### src/rtl/instr_fetch_unit_if.sv
// Instruction-memory request/acknowledge bus between the fetch unit (master)
// and the instruction memory (slave).
interface instr_fetch_unit_if;
  logic        req;
  logic [31:0] addr;
  logic        ack;
  logic [31:0] rdata;

  modport master (output req, output addr, input ack, input rdata);
  modport slave  (input req, input addr, output ack, output rdata);
endinterface

### src/rtl/instr_fetch_unit.sv
// Sequential fetch stage: holds PC and IR, fetches over a req/ack bus, issues one
// decoded instruction at a time and computes the next PC from the control decisions.
module instr_fetch_unit #(
  parameter logic [31:0] PC_RESET = 32'h0000_0000
) (
  input  logic                clk,
  input  logic                reset,
  instr_fetch_unit_if.master  imem,
  input  logic                stall,
  input  logic                pcSource,
  input  logic                jump,
  output logic                valid,
  output logic [5:0]          Op,
  output logic [5:0]          funct,
  output logic [4:0]          rs,
  output logic [4:0]          rt,
  output logic [4:0]          rd,
  output logic signed [31:0]  signImm,
  output logic [31:0]         pc,
  output logic [31:0]         pcPlus4
);

  typedef enum logic [1:0] {IDLE, FETCH, ISSUE} state_t;

  state_t      state;
  state_t      state_next;
  logic [31:0] ir;
  logic        ir_load;
  logic        pc_load;
  logic [31:0] pc_next;

  function automatic logic signed [31:0] sext16(input logic [15:0] imm);
    return {{16{imm[15]}}, imm};
  endfunction

  function automatic logic [31:0] branch_target(input logic [31:0] base,
                                                input logic signed [31:0] imm);
    return base + {imm[29:0], 2'b00};
  endfunction

  function automatic logic [31:0] jump_target(input logic [31:0] base,
                                              input logic [25:0] index);
    return {base[31:28], index, 2'b00};
  endfunction

  // Field decode is a pure slice of IR, so it keeps showing the last
  // instruction while valid is low.
  assign Op      = ir[31:26];
  assign rs      = ir[25:21];
  assign rt      = ir[20:16];
  assign rd      = ir[15:11];
  assign funct   = ir[5:0];
  assign signImm = sext16(ir[15:0]);
  assign pcPlus4 = pc + 32'd4;

  assign imem.addr = pc;

  always_comb begin
    pc_next = pcPlus4;
    if (jump)
      pc_next = jump_target(pcPlus4, ir[25:0]);
    else if (pcSource)
      pc_next = branch_target(pcPlus4, signImm);
  end

  always_comb begin
    state_next = state;
    imem.req   = 1'b0;
    valid      = 1'b0;
    ir_load    = 1'b0;
    pc_load    = 1'b0;
    case (state)
      IDLE: state_next = FETCH;
      FETCH: begin
        imem.req = 1'b1;
        if (imem.ack) begin
          ir_load    = 1'b1;
          state_next = ISSUE;
        end
      end
      ISSUE: begin
        valid = 1'b1;
        if (!stall) begin
          pc_load    = 1'b1;
          state_next = FETCH;
        end
      end
      default: state_next = IDLE;
    endcase
  end

  // Control and architectural state share the asynchronous reset so an
  // aborted fetch leaves IR cleared and PC back at its reset address.
  always_ff @(posedge clk or posedge reset) begin
    if (reset) begin
      state <= IDLE;
      pc    <= PC_RESET;
      ir    <= 32'h0;
    end else begin
      state <= state_next;
      if (pc_load) pc <= pc_next;
      if (ir_load) ir <= imem.rdata;
    end
  end

endmodule
### src/flat_wrapper.sv
// flat-port wrapper written by rule: the top's interface ports become plain ports
module instr_fetch_unit_flat 
#(
  parameter logic [31:0] PC_RESET = 32'h0000_0000
)
  (clk, reset, stall, pcSource, jump, valid, Op, funct, rs, rt, rd, signImm, pc, pcPlus4, imem_req, imem_addr, imem_ack, imem_rdata);
  instr_fetch_unit_if imem_i ();
  input  logic clk;
  input  logic reset;
  input  logic stall;
  input  logic pcSource;
  input  logic jump;
  output logic valid;
  output logic [5:0] Op;
  output logic [5:0] funct;
  output logic [4:0] rs;
  output logic [4:0] rt;
  output logic [4:0] rd;
  output logic signed [31:0] signImm;
  output logic [31:0] pc;
  output logic [31:0] pcPlus4;
  output wire logic [$bits(imem_i.req)-1:0] imem_req;
  output wire logic [$bits(imem_i.addr)-1:0] imem_addr;
  input wire logic [$bits(imem_i.ack)-1:0] imem_ack;
  input wire logic [$bits(imem_i.rdata)-1:0] imem_rdata;
  assign imem_req = imem_i.req;
  assign imem_addr = imem_i.addr;
  assign imem_i.ack = imem_ack;
  assign imem_i.rdata = imem_rdata;
  instr_fetch_unit #(.PC_RESET(PC_RESET)) u_core (.clk(clk), .reset(reset), .imem(imem_i), .stall(stall), .pcSource(pcSource), .jump(jump), .valid(valid), .Op(Op), .funct(funct), .rs(rs), .rt(rt), .rd(rd), .signImm(signImm), .pc(pc), .pcPlus4(pcPlus4));
endmodule
### config.mk
export PLATFORM = sky130hd
export DESIGN_NAME = instr_fetch_unit_flat
export DESIGN_NICKNAME = d
export VERILOG_FILES = /design/src/rtl/instr_fetch_unit_if.sv /design/src/rtl/instr_fetch_unit.sv /design/src/flat_wrapper.sv
export SDC_FILE = /design/constraint.sdc
export NUM_CORES = 1
export LEC_CHECK = 0
export ABC_CLOCK_PERIOD_IN_PS = 10100
export BUFFER_PORTS_ARGS = -buffer_cell sky130_fd_sc_hd__clkbuf_2
export CORE_AREA = 8 8 110 112
export CTS_CLUSTER_SIZE = 14
export DETAILED_ROUTE_END_ITERATION = 8
export DIE_AREA = 0 0 118 120
export PLACE_DENSITY_LB_ADDON = 0.2
export SYNTH_ARGS = -nofsm -noshare
export SYNTH_HDL_FRONTEND = slang
export SYNTH_SLANG_ARGS = --single-unit
### constraint.sdc
create_clock -name clk -period 10.1 [get_ports clk]
set_input_delay 1.01 -clock clk [delete_from_list [all_inputs] [get_ports clk]]
set_output_delay 1.01 -clock clk [all_outputs]
set_load 0.005 [all_outputs]
==> flow_metrics.py <==
metrics = {
    "status": {
        "outcome": "completed",
    },
    "setup_path": {
        "crit_chain": "nand3_1, nor2_1, and3_1, xor2_1, ha_1, a21oi_1, inv_1, a211oi_1, o221ai_1, o31ai_1, o21ai_0, a21oi_1, xor2_1, a21oi_1",
        "worstPathArrival_ns": 4.33,
        "cpMostUsedCell": "a21oi_1",
        "worst-r2r-setup-slack_ns": 5.99,
        "cp_top_family": "compound AO/OA/AOI/OAI gates",
        "startpoint_type": "register",
        "cp.required_ns": 10.32,
        "path_max_fanout": 9,
        "path_buf_inv": 1,
        "endpoint_kind": "register",
        "slowest_stage": "dfrtp_1",
        "crit-reg2reg-launch": "u_core.imem.addr[4]",
        "reg2reg_depth": 14,
        "crit_type": "reg -> reg",
        "slowest_delay_ns": 0.49,
        "rr_endpoint": "u_core.imem.addr[30]",
    },
    "timing": {
        "worst_slew_pin_slew_ns": 0.873,
        "rsz0062_at_grt": "false",
        "setup_ws_ns": 5.99,
        "period_needed_ns": 4.11,
        "setup_violations": 0,
        "hold_viol_final": 0,
        "report.final.slew_viol_count": 0,
        "clock.fmax_mhz": 243,
        "tns_ns": 0,
        "finalCritPeriodShare_pct": 40.7,
        "holdWs_ns": 0.512,
        "slew_headroom_pct": 41.8,
        "skew_ns": 0.0112,
    },
    "placement": {
        "dp_hpwl_mm": 13.0,
        "placed_cells": 897,
        "portBuffers": 188,
        "gp_congestion": 0.946,
        "dp_slack_ns": 6.02,
        "placed_cell_area_um2": 6190,
    },
    "cells_and_area": {
        "final_util_pct": 60.7,
        "fin_cells": 913,
        "drive_gt1_share_pct": 33.2,
        "fin_area_um2": 6370,
        "diodes": 0,
        "area_growth_pct": 13.6,
        "nFillCells": 963,
        "nets": 843,
    },
    "synthesis": {
        "postSynthCellCount": 652,
        "synth_area_per_cell_um2": 8.60,
        "synth_area_leaders": "dfrtp_1 (29%), buf_4 (8.6%), ha_1 (8.0%)",
        "synth-seq-cells": 64,
        "synth.largest_area_cell": "dfrtp_1",
        "yosysWarnings": 0,
        "yosys.area.top_type_share_pct": 28.5,
        "netlist_area_um2": 5610,
        "yosysSeqAreaShare_pct": 28.5,
        "synth_ff_type": "dfrtp_1",
        "ys_async_sr_fraction_pct": 100,
        "ys_types": 64,
        "synth-edff-count": 0,
    },
    "route": {
        "drc": 0,
        "drtAntennaViolNets": 0,
        "via_per_inst": 5.73,
        "dr.pass1.iters": 4,
        "wirelength_mm": 17.2,
        "wl_per_cell_um": 18.8,
        "vias": 5232,
        "drt_iter0_drc": 362,
    },
    "floorplan": {
        "io_pins": 195,
        "die_w_um": 118,
        "initial_utilization_pct": 53.4,
        "rows": 38,
        "dieArea_um2": 14200,
        "coreArea_um2": 10500,
        "die_h_um": 120,
    },
    "power_and_ir_drop": {
        "switching_share_pct": 49.6,
        "power.leakage_nw": 3.21,
        "p_int_mw": 1.25,
        "ir_drop_mv": 0.288,
        "pwr-share-comb_pct": 68.8,
        "p_sw_mw": 1.23,
        "power_density_nw_per_um2": 390,
        "power_mw": 2.48,
        "p_clk_share_pct": 8.5,
        "pwr-share-seq_pct": 22.7,
    },
    "clock_network": {
        "cts.sinks": 64,
        "cts_tree": "built",
        "cts_made_buffers": 9,
        "clk_pin_slew_ns": 0.08,
        "root_buffer": "clkbuf_8",
        "htreeDepth": 3,
        "post_cts_buffers": 0,
        "postCtsResizedCells": 0,
        "holdBufCountCts": 0,
        "clkLatencyLatePin_ns": 0.36,
        "clockBufferDepth": 2,
    },
    "min_path": {
        "hold_path_end": "u_core.ir[31]",
        "hp-class": "reg -> reg",
        "hold_depth": 1,
        "holdCritStartpoint": "u_core.ir[31]",
    },
    "global_route": {
        "grt_max_degree": 65,
        "antenna_found_initial": 0,
        "gr-usage-all-layers_pct": 24.0,
        "grt_pass1_wl_mm": 27.9,
        "grt_pass1_vias": 5319,
        "grt_remaining_overflow": 0,
    },
    "flow_run": {
        "maxCapViolations": 0,
    },
}
## cells in the mapped netlist (5+ instances only)
master,number
o22ai_1,5
xor2_1,24
dfrtp_1,64
nor2_1,42
a211oi_1,13
a21o_1,21
buf_4,64
xnor2_1,27
nor3_1,9
and3_1,16
mux2_2,32
a21oi_1,49
buf_1,5
inv_1,15
nand2_1,47
o21ai_0,40
ha_1,36
nor2b_1,8
nand3_1,21
clkbuf_1,21
nand4_1,11
## cells in the final DEF (no fill, tap or decap), types with 3 or more instances in the layout
master,netlist,routed
xnor2_1,27,27
inv_1,15,14
nand3b_1,4,4
nor2_1,42,42
and3_1,16,16
a31oi_1,4,4
buf_4,64,5
a21oi_1,49,49
o21bai_1,3,3
ha_1,36,36
o22ai_1,5,5
mux2i_1,4,4
a221oi_1,3,3
nand2_1,47,47
nor3_1,9,9
nand3_1,21,21
a21o_1,21,21
o21ai_0,40,40
xor2_1,24,24
clkbuf_8,0,11
conb_1,1,6
o221ai_1,3,3
clkbuf_2,0,188
nand2b_1,4,4
mux2_2,32,32
a211oi_1,13,13
dfrtp_1,64,64
nand4_1,11,11
and2_1,3,3
nor2b_1,8,8
o21a_1,3,3
o211ai_1,3,3
## logic make-up after synthesis
| logic type | Yosys count | synth area share (%) |
|---|---|---|
| XOR/XNOR | 51 | 7.96 |
| other | 1 | 0.0668 |
| AO/OA/AOI/OAI | 175 | 20.5 |
| multiplexers | 36 | 7.14 |
| adder cells (fa/ha/maj) | 37 | 8.39 |
| AND/OR/NAND/NOR | 179 | 15.7 |
| flip-flops | 64 | 28.5 |
| buffers and inverters | 109 | 11.6 |
## flip-flops by register name, indices dropped and copies added (netlist names)
signal	cells
u_core.imem.addr	30
u_core.state	2
u_core.ir	32
## worst register-to-register path: stages (launching register included)
cell and delay [ns]:
dfrtp_1 0.49, nand3_1 0.12, nor2_1 0.41, and3_1 0.24, xor2_1 0.23, ha_1 0.34, a21oi_1 0.28, inv_1 0.09
a211oi_1 0.48, o221ai_1 0.21, o31ai_1 0.45, o21ai_0 0.16, a21oi_1 0.19, xor2_1 0.17, a21oi_1 0.10
## worst max-delay path by stage
| stage | startpoint | endpoint | slack [ns] | cells after the start |
|---|---|---|---|---|
| floorplan | u_core.imem.addr[2] | u_core.imem.addr[31] | 6.61 | 18 |
| global placement | u_core.imem.addr[2] | u_core.imem.addr[27] | 6.19 | 15 |
| detailed placement | u_core.imem.addr[4] | u_core.imem.addr[30] | 6.02 | 14 |
| CTS | u_core.imem.addr[4] | u_core.imem.addr[30] | 6.00 | 14 |
| global route | u_core.imem.addr[4] | u_core.imem.addr[30] | 5.59 | 14 |
| finish | u_core.imem.addr[4] | u_core.imem.addr[30] | 5.99 | 14 |
## power groups by stage
stage | combinational, mW | clock, mW | sequential, mW
after floorplan | 1.26 | 0 | 0.545
after global placement | 1.69 | 0 | 0.561
after detailed placement | 1.70 | 0 | 0.568
after CTS | 1.71 | 0.218 | 0.564
after global routing | 1.90 | 0.226 | 0.588
final | 1.71 | 0.211 | 0.564
## per-layer routing
layer  global-route usage [%]  vias up  routed length (um)
met5                        0        -                   0
met2                     40.0      233                8270
li1                         -     2505                   -
met4                     7.85        0                 206
met1                     29.3     2477                7180
met3                     7.09       17                1530
## cell type report
type,instances,area [um^2],share of cell area (%)
flip-flops and latches,64,1600,25.1
inverters,16,60.1,0.942
clock buffers,12,155,2.43
well taps,140,175,2.75
repair buffers,193,978,15.4
multi-input cells,484,3370,52.9
clock inverters,4,28.8,0.452
(Power assumes the default switching activity.)
